--- src/rtl/cascade_pkg.sv ---
// Shared types and constants for the detection-pipeline window scheduler.
package cascade_pkg;

    localparam int PKG_IMG_W     = 45;
    localparam int PKG_IMG_H     = 45;
    localparam int PKG_SCALE_NUM = 2;

    localparam int W_X = $clog2(PKG_IMG_W);
    localparam int W_Y = $clog2(PKG_IMG_H);
    localparam int W_S = (PKG_SCALE_NUM > 1) ? $clog2(PKG_SCALE_NUM) : 1;

    typedef struct packed {
        logic [W_X-1:0] x;
        logic [W_Y-1:0] y;
        logic [W_S-1:0] scale;
    } job_t;

    typedef enum logic [1:0] {IDLE, ISSUE, DRAIN, FIN} sched_state_e;

    // dim * 4^s / 5^s with a single final integer division
    function automatic int scaled_dim(input int dim, input int s);
        int num;
        int den;
        num = dim;
        den = 1;
        for (int i = 0; i < s; i++) begin
            num = num * 4;
            den = den * 5;
        end
        return num / den;
    endfunction

    localparam int SCALED_W [PKG_SCALE_NUM] = '{scaled_dim(PKG_IMG_W, 0), scaled_dim(PKG_IMG_W, 1)};
    localparam int SCALED_H [PKG_SCALE_NUM] = '{scaled_dim(PKG_IMG_H, 0), scaled_dim(PKG_IMG_H, 1)};

endpackage

--- src/rtl/window_scheduler_fifo.sv ---
// Synchronous in-flight job FIFO; the storage array is not reset, only the pointers and count.
module inflight_fifo #(
    parameter int W     = 13,
    parameter int DEPTH = 4
) (
    input  logic                       clk,
    input  logic                       rst,
    input  logic                       push,
    input  logic [W-1:0]               wdata,
    input  logic                       pop,
    output logic [W-1:0]               rdata,
    output logic                       full,
    output logic                       empty,
    output logic [$clog2(DEPTH):0]     count
);
    localparam int AW = $clog2(DEPTH);
    localparam int CW = AW + 1;

    logic [W-1:0]  mem [DEPTH];
    logic [AW-1:0] wr_ptr;
    logic [AW-1:0] rd_ptr;
    logic          push_ok;
    logic          pop_ok;

    assign full    = (count == CW'(DEPTH));
    assign empty   = (count == '0);
    assign push_ok = push && !full;
    assign pop_ok  = pop && !empty;
    assign rdata   = mem[rd_ptr];

    always_ff @(posedge clk) begin
        if (rst) begin
            wr_ptr <= '0;
            rd_ptr <= '0;
            count  <= '0;
        end else begin
            if (push_ok) wr_ptr <= wr_ptr + AW'(1);
            if (pop_ok)  rd_ptr <= rd_ptr + AW'(1);
            count <= count + CW'(push_ok) - CW'(pop_ok);
        end
    end

    always_ff @(posedge clk) begin
        if (push_ok) mem[wr_ptr] <= wdata;
    end

endmodule

--- src/rtl/window_scheduler.sv ---
// Issues every (x, y, scale) window job in order and pairs each with its in-order classifier result.
module window_scheduler
    import cascade_pkg::*;
#(
    parameter int IMG_WIDTH      = 45,
    parameter int IMG_HEIGHT     = 45,
    parameter int FEATURE_WIDTH  = 25,
    parameter int FEATURE_HEIGHT = 25,
    parameter int SCALE_NUM      = 2,
    parameter int STEP           = 1,
    parameter int MAX_INFLIGHT   = 4,
    parameter int W_CNT          = 16
) (
    input  logic             clk,
    input  logic             rst,
    input  logic             start,
    output logic             busy,
    output logic             done,
    output logic             job_valid,
    input  logic             job_ready,
    output job_t             job_data,
    input  logic             result_valid,
    output logic             result_ready,
    input  logic             result_data,
    output logic             det_valid,
    input  logic             det_ready,
    output job_t             det_data,
    output logic [W_CNT-1:0] det_count,
    output logic             err_orphan
);
    localparam int CW = $clog2(MAX_INFLIGHT) + 1;

    sched_state_e   state, state_n;
    logic [W_X-1:0] x, x_n;
    logic [W_Y-1:0] y, y_n;
    logic [W_S-1:0] s, s_n;
    logic           armed;
    logic           scale_ok [SCALE_NUM];
    logic [W_X-1:0] x_last   [SCALE_NUM];
    logic [W_Y-1:0] y_last   [SCALE_NUM];

    logic           fifo_full, fifo_empty;
    logic [CW-1:0]  inflight;
    job_t           fifo_head;
    logic           job_hs, res_hs, pop, start_ok, last_scale, x_wrap, y_wrap;

    for (genvar g = 0; g < SCALE_NUM; g++) begin : g_scale
        localparam int SW = scaled_dim(IMG_WIDTH, g);
        localparam int SH = scaled_dim(IMG_HEIGHT, g);
        localparam bit OK = (SW >= FEATURE_WIDTH) && (SH >= FEATURE_HEIGHT);
        localparam int XL = OK ? SW - FEATURE_WIDTH : 0;
        localparam int YL = OK ? SH - FEATURE_HEIGHT : 0;
        assign scale_ok[g] = OK;
        assign x_last[g]   = W_X'(XL);
        assign y_last[g]   = W_Y'(YL);
    end

    assign job_data     = '{x: x, y: y, scale: s};
    assign job_hs       = job_valid && job_ready;
    assign result_ready = fifo_empty || !det_valid || det_ready;
    assign res_hs       = result_valid && result_ready;
    assign pop          = res_hs && !fifo_empty;
    assign start_ok     = (state == IDLE) && start;
    assign busy         = (state == ISSUE) || (state == DRAIN);
    assign last_scale   = (int'(s) == SCALE_NUM - 1);
    assign x_wrap       = (int'(x) + STEP) > int'(x_last[s]);
    assign y_wrap       = (int'(y) + STEP) > int'(y_last[s]);

    always_comb begin
        state_n   = state;
        x_n       = x;
        y_n       = y;
        s_n       = s;
        job_valid = 1'b0;
        done      = 1'b0;
        case (state)
            IDLE: begin
                if (start) begin
                    state_n = ISSUE;
                    x_n     = '0;
                    y_n     = '0;
                    s_n     = '0;
                end
            end
            ISSUE: begin
                if (!scale_ok[s]) begin
                    x_n = '0;
                    y_n = '0;
                    if (last_scale) state_n = DRAIN;
                    else            s_n     = s + W_S'(1);
                end else begin
                    // armed delays the first offer by one cycle after entering ISSUE
                    job_valid = armed && !fifo_full;
                    if (job_hs) begin
                        if (!x_wrap) begin
                            x_n = x + W_X'(STEP);
                        end else begin
                            x_n = '0;
                            if (!y_wrap) begin
                                y_n = y + W_Y'(STEP);
                            end else begin
                                y_n = '0;
                                if (last_scale) state_n = DRAIN;
                                else            s_n     = s + W_S'(1);
                            end
                        end
                    end
                end
            end
            DRAIN: begin
                if ((inflight == '0) && !det_valid) state_n = FIN;
            end
            FIN: begin
                done    = 1'b1;
                state_n = IDLE;
            end
            default: state_n = IDLE;
        endcase
    end

    always_ff @(posedge clk) begin
        if (rst) begin
            state <= IDLE;
            x     <= '0;
            y     <= '0;
            s     <= '0;
            armed <= 1'b0;
        end else begin
            state <= state_n;
            x     <= x_n;
            y     <= y_n;
            s     <= s_n;
            armed <= (state == ISSUE);
        end
    end

    // A result arriving with nothing in flight is consumed and flagged, never paired.
    always_ff @(posedge clk) begin
        if (rst) begin
            det_valid  <= 1'b0;
            det_data   <= '0;
            det_count  <= '0;
            err_orphan <= 1'b0;
        end else begin
            if (start_ok) begin
                det_count  <= '0;
                err_orphan <= 1'b0;
            end
            if (pop && result_data) begin
                det_valid <= 1'b1;
                det_data  <= fifo_head;
                if (det_count != '1) det_count <= det_count + 1'b1;
            end else if (det_ready) begin
                det_valid <= 1'b0;
            end
            if (res_hs && fifo_empty) err_orphan <= 1'b1;
        end
    end

    inflight_fifo #(
        .W     ($bits(job_t)),
        .DEPTH (MAX_INFLIGHT)
    ) u_fifo (
        .clk   (clk),
        .rst   (rst),
        .push  (job_hs),
        .wdata (job_data),
        .pop   (pop),
        .rdata (fifo_head),
        .full  (fifo_full),
        .empty (fifo_empty),
        .count (inflight)
    );

endmodule

--- config.mk ---
export PLATFORM = sky130hd
export DESIGN_NAME = window_scheduler
export DESIGN_NICKNAME = d
export VERILOG_FILES = /design/src/rtl/cascade_pkg.sv /design/src/rtl/window_scheduler_fifo.sv /design/src/rtl/window_scheduler.sv
export SDC_FILE = /design/constraint.sdc
export NUM_CORES = 1
export LEC_CHECK = 0
export BUFFER_PORTS_ARGS = -buffer_cell sky130_fd_sc_hd__clkbuf_2
export CORE_MARGIN = 5
export CORE_UTILIZATION = 45
export CTS_BUF_LIST = sky130_fd_sc_hd__clkbuf_2 sky130_fd_sc_hd__clkbuf_4 sky130_fd_sc_hd__clkbuf_8
export DETAILED_ROUTE_END_ITERATION = 8
export PLACE_DENSITY = 0.73
export SLEW_MARGIN = 20
export SYNTH_ARGS = -nofsm -noshare
export SYNTH_HDL_FRONTEND = slang
export SYNTH_SLANG_ARGS = --single-unit
--- constraint.sdc ---
create_clock -name clk -period 3.4 [get_ports clk]
set_clock_uncertainty 0.15 [all_clocks]
set_input_delay 0.51 -clock clk [delete_from_list [all_inputs] [get_ports clk]]
set_output_delay 0.51 -clock clk [all_outputs]
set_load 0.1 [all_outputs]
== After elaboration in Yosys (flattened, before gate mapping) ==
Memory sizes are Yosys's and may differ from the RTL's. A register that Yosys moved wholly into a read port is not among the register bits.
Index checks and enable logic that the tools add are counted.
Storage, ports and cells
  register bits: 41
  memory bits (writable): 52
  input bits: 7
  output and inout bits: 48
  word-level logic and storage cells: 103
  memories: 1
Memory list
  u_fifo.mem: depth 4, bits a word 13, read ports 1, clocked after memory_dff 1, wr ports 1, RTL line window_scheduler_fifo.sv:19  | logic [W-1:0] mem [DEPTH];
Operators by class
  $add $sub $neg: 10
  $lt $le $gt $ge: 3
  equality and inequality tests: 10
  multiplexer cells: 42
  bitwise operators: 1
  reductions and logical operators: 25
Operator list (count)
  $mux W6: 10
  $mux W16: 3
  $pmux W6 S2: 2
  $mux W1: 17
  $add A16 B1 Y16 const B: 1
  $ne A16 B16 Y1 const B: 1
  $add A6 B1 Y7 const B: 2
  $gt A7 B6 Y1: 2
  $mux W2: 7
  $add A6 B1 Y6 const B: 2
  $logic_and A1 B1 Y1: 10
  $reduce_and A5 Y1: 2
  $pmux W2 S4: 1
  $ne A3 B3 Y1 const B: 2
  $reduce_bool A2 Y1: 3
  $mux W5: 1
  $add A2 B1 Y2 const B: 2
  $eq A2 B2 Y1 const B: 2
  $reduce_and A4 Y1: 1
  $add A3 B1 Y3: 1
  $eq A3 B3 Y1 const B: 1
  $logic_not A1 Y1: 3
  $logic_not A3 Y1: 1
  $logic_or A1 B1 Y1: 3
  11 further kinds: 11

== Logic depth before layout (Yosys ltp) ==
  depth in word-level cells: 10
  gate-level depth with buffers: 11
  mapped depth without buffers: 10

== By module ==
Synthesis repeated with hierarchy kept, for this count alone.
Second synthesis, totals
  cell total of the unflattened synthesis: 433
  area, all modules: 4907.2 um2
By module, submodules not included
  window_scheduler: instances 1, cells each 315, area an instance 2556.2 um2
  inflight_fifo: instances 1, cells each 118, area an instance 2351.0 um2

== Least setup slack after synthesis ==
Ideal clock, no wire load.
  kind: register -> register
  from: register x[0]
  to: register state[1]
  setup time: 0.072 ns
  data arrival time: 3.188 ns
  setup slack: -0.010 ns
  stages on the path, launching flop included: 12
  path buffers: 1
  path through: dfxtp_1 > ha_1 > nand3_1 > xnor2_1 > ha_1 > nor2_1 > a31oi_1 > o31ai_1 > and3_1 > buf_2 > nor4_2 > mux2i_1
Between the ends
  longest elaborated chain between the ends: 4
RTL lines
  start: declaration: RTL line window_scheduler.sv:34  | logic [W_X-1:0] x, x_n;
  start signal: assignment: RTL line window_scheduler.sv:130  | x <= x_n;
  $add A6 B1 Y7: RTL line window_scheduler.sv:66  | assign x_wrap = (int'(x) + STEP) > int'(x_last[s]);
  $gt A7 B6 Y1: RTL line window_scheduler.sv:66
  $ne A3 B3 Y1 (no source line)
  $reduce_and A5 Y1 (no source line)
  end signal: assignment: RTL line window_scheduler.sv:129  | state <= state_n;
  end: declaration: RTL line window_scheduler.sv:33  | sched_state_e state, state_n;
No other way between the ends.
A chain may end at the register's enable or synchronous reset.

== Worst setup path after layout ==
  from: register x[1]
  to: register state[1]
Same word-level chain as after synthesis.

==> flow_summary.yaml <==
global_route:
  grt-ovfl-total: 0
  antenna_found_initial: 0
  grt_pass1_vias: 3277
  grt_pass1_wl_um: 16400
  grt_max_degree: 28
  track_usage_pct: 15.8
timing:
  relSlewSlack_pct: 52.2
  setup_ws_ns: 0.568
  tightest_slew_ns: 0.717
  clock.fmax_mhz: 353
  hold_violations: 0
  rsz0062_at_grt: "false"
  finalCriticalPeriod_ns: 2.83
  tns_ns: 0
  setup_viol: 0
  period_share_pct: 83.3
  slew_viol_final: 0
worst_setup_path:
  cp-end-kind: "flop"
  worstReg2RegStart: "x[1]$_SDFFE_PP0P_"
  critPathTopFamily: "simple AND/OR/NAND/NOR gates"
  crit_type: "flop to flop"
  path_cells: "ha_1 -> xor2_1 -> ha_1 -> and3_1 -> a31oi_1 -> o31ai_1 -> and3_1 -> nor4_2 -> mux2i_1"
  crit_buf_inv: 0
  worstPathMaxFanout: 8
  r2r_slack_ns: 0.57
  r2r-end: "state[1]$_SDFFE_PP0P_"
  required_ns: 3.54
  critical_path_arrival_ns: 2.97
  startpoint_type: "flop"
  critPathMaxStageDelay_ns: 0.48
  cp.depth: 9
  reg2reg_depth: 9
  crit_slowest_cell: "dfxtp_1"
worst_hold_path:
  hp-class: "flop to flop"
  hp-start: "det_data[5]$_SDFFE_PP0P_"
  min_delay_path_depth: 2
  min_to: "det_data[5]$_SDFFE_PP0P_"
place:
  post_dp_cell_area_um2: 5160
  dp_slack_ns: 0.389
  dp_hpwl_um: 6810
  globalplace.congestion: 0.848
  port_buffers: 54
synthesis:
  syn_nets: 450
  yosysWarningCount: 0
  netlist_area_um2: 4790
  ys.flop_type: "dfxtp_1"
  netlist_instances: 418
  ys_seq_area_share_pct: 55.2
  synth_edf_count: 52
  async_flop_share_pct: 0
  synth.distinct_cells: 49
  ys_ff_latch: 106
  synth.avg_cell_area_um2: 11.5
cells_and_area:
  utilization_pct: 51.6
  antennaDiodeCount: 0
  area_growth_pct: 11.8
  fin_nets: 500
  final_common_cell: "clkbuf_2"
  drive_gt1_share_pct: 20.7
  fin_area_um2: 5350
  layout_common_cells: "clkbuf_2 (54), dfxtp_1 (53), edfxtp_1 (52)"
floorplanning:
  core_region_area_um2: 10400
  die_area_um2: 12800
  row_count: 37
  io_pins: 55
  die_h_um: 113
  fp.dieW_um: 113
  initial_core_util_pct: 46.2
drt:
  top_layer: "met4"
  first_iter_violations: 163
  drtAntennaViolNets: 0
  vias: 3259
  wl_met3_um: 399
  drt_pass1_iterations: 4
  wl_met1_um: 4270
  wl_per_cell_um: 15.9
  totalWireLength_um: 9700
  viasPerCell: 5.35
  drc: 0
  dr_wl_met2_um: 4940
clock_tree:
  ctsHoldBuffers: 0
  clock_path_buffers: 2
  cts_tree: "yes"
  cts_buffers: 9
  cts.sinks: 106
  cts.root.buffer_cell: "clkbuf_8"
  clk_pin_slew_ns: 0.10
  clk_latency_ns: 0.36
  htreeDepth: 3
power:
  powerDensity_nw_per_um2: 646
  vdd_drop_max_mv: 0.252
  p_leak_uw: 0.00198
job:
  maxCapViolCount: 0
run_status:
  status: "finished clean"
-- worst min-delay path: stages, from the launching register on --
cell and delay, ns:
dfxtp_1 0.32, nand2_1 0.05, a21oi_1 0.05
-- kinds of logic after synthesis --
| group | Yosys count | synth area share, % |
|---|---|---|
| AND/OR/NAND/NOR | 145 | 15.1 |
| flip-flops | 106 | 55.2 |
| AO/OA/AOI/OAI | 70 | 9.23 |
| buffers and inverters | 37 | 3.50 |
| adder cells (fa/ha/maj) | 25 | 6.69 |
| multiplexers | 18 | 7.16 |
| XOR/XNOR | 17 | 3.11 |
-- final cells by class --
class                      instances  area (um2)
tap                              136         170
clock buffer                      10         131
clock inverter                     6        56.3
timing repair buffer              58         300
multi-input combinational        275        1980
sequential                       106        2640
inverter                          18        67.6
fill                             937        5020
-- routing by layer --
metal  track usage, %  up-vias
li1                 -     1612
met1             20.7     1576
met5                0        -
met3             2.89        8
met4             5.37        0
met2             26.5       63
-- cell usage after synthesis (2+ instances only) --
library cell  number  area (um2)
buf_4              2        15.0
nand2_1           49         184
and3_1            10        62.6
buf_2              5        25.0
edfxtp_1          52        1560
and2_1             4        25.0
nor2b_1            4        25.0
dfxtp_1           54        1080
nand3_1           19        95.1
xor2_1             5        43.8
o32ai_1            3        26.3
mux4_2            13         293
nand4_1            3        18.8
nor3_1             8        40.0
or3_1              5        31.3
o21a_1             2        15.0
o21ai_0           10        50.1
a211oi_1           3        22.5
nor2_1            24        90.1
and4_1             5        43.8
a21oi_1           35         175
or2_2              2        12.5
o31ai_1            2        15.0
a31oi_1            3        18.8
mux2i_1            5        50.1
buf_6              2        22.5
nand2b_1           4        25.0
inv_1             18        67.6
ha_1              24         300
clkbuf_1          10        37.5
a21boi_0           4        30.0
xnor2_1           12         105
-- what timing repair did --
item	in CTS	in global routing
buffers inserted	0	0
hold endpoints to repair	0	0
endpoints found under the setup margin	0	1
gates resized for setup	0	1
-- worst max path at each step --
stage,end,slack [ns],from
3_3_place_gp,y[4]$_SDFFE_PP0P_,0.53,y[0]$_SDFFE_PP0P_
4_1_cts,y[2]$_SDFFE_PP0P_,0.35,y[0]$_SDFFE_PP0P_
3_5_place_dp,y[2]$_SDFFE_PP0P_,0.39,y[0]$_SDFFE_PP0P_
5_1_grt,y[3]$_SDFFE_PP0P_,0.32,y[0]$_SDFFE_PP0P_
6_report,state[1]$_SDFFE_PP0P_,0.57,x[1]$_SDFFE_PP0P_
2_1_floorplan,state[1]$_SDFFE_PP0P_,0.02,x[1]$_SDFFE_PP0P_
-- power breakdown --
| part | leakage, uW | internal [uW] | switching (uW) |
|---|---|---|---|
| Clock | 0.0000947 | 292 | 453 |
| Combinational | 0.000969 | 382 | 846 |
| Sequential | 0.000916 | 1420 | 67.7 |
-- metrics by stage --
step	hold WS [ns]	instances	total power (uW)
6_report	0.308	609	3460
4_1_cts	0.312	609	3480
5_1_grt	0.332	609	3660
3_5_place_dp	0.298	593	2740
2_1_floorplan	0.318	418	2540
3_3_place_gp	0.292	593	2710
-- registers in the layout, indices dropped and copies added (netlist names), 3 cells and up --
signal        flops
det_count        16
det_data         13
u_fifo.count      3
u_fifo.mem       52
x                 6
y                 6
No activity file was read; power rests on OpenSTA's default activity.
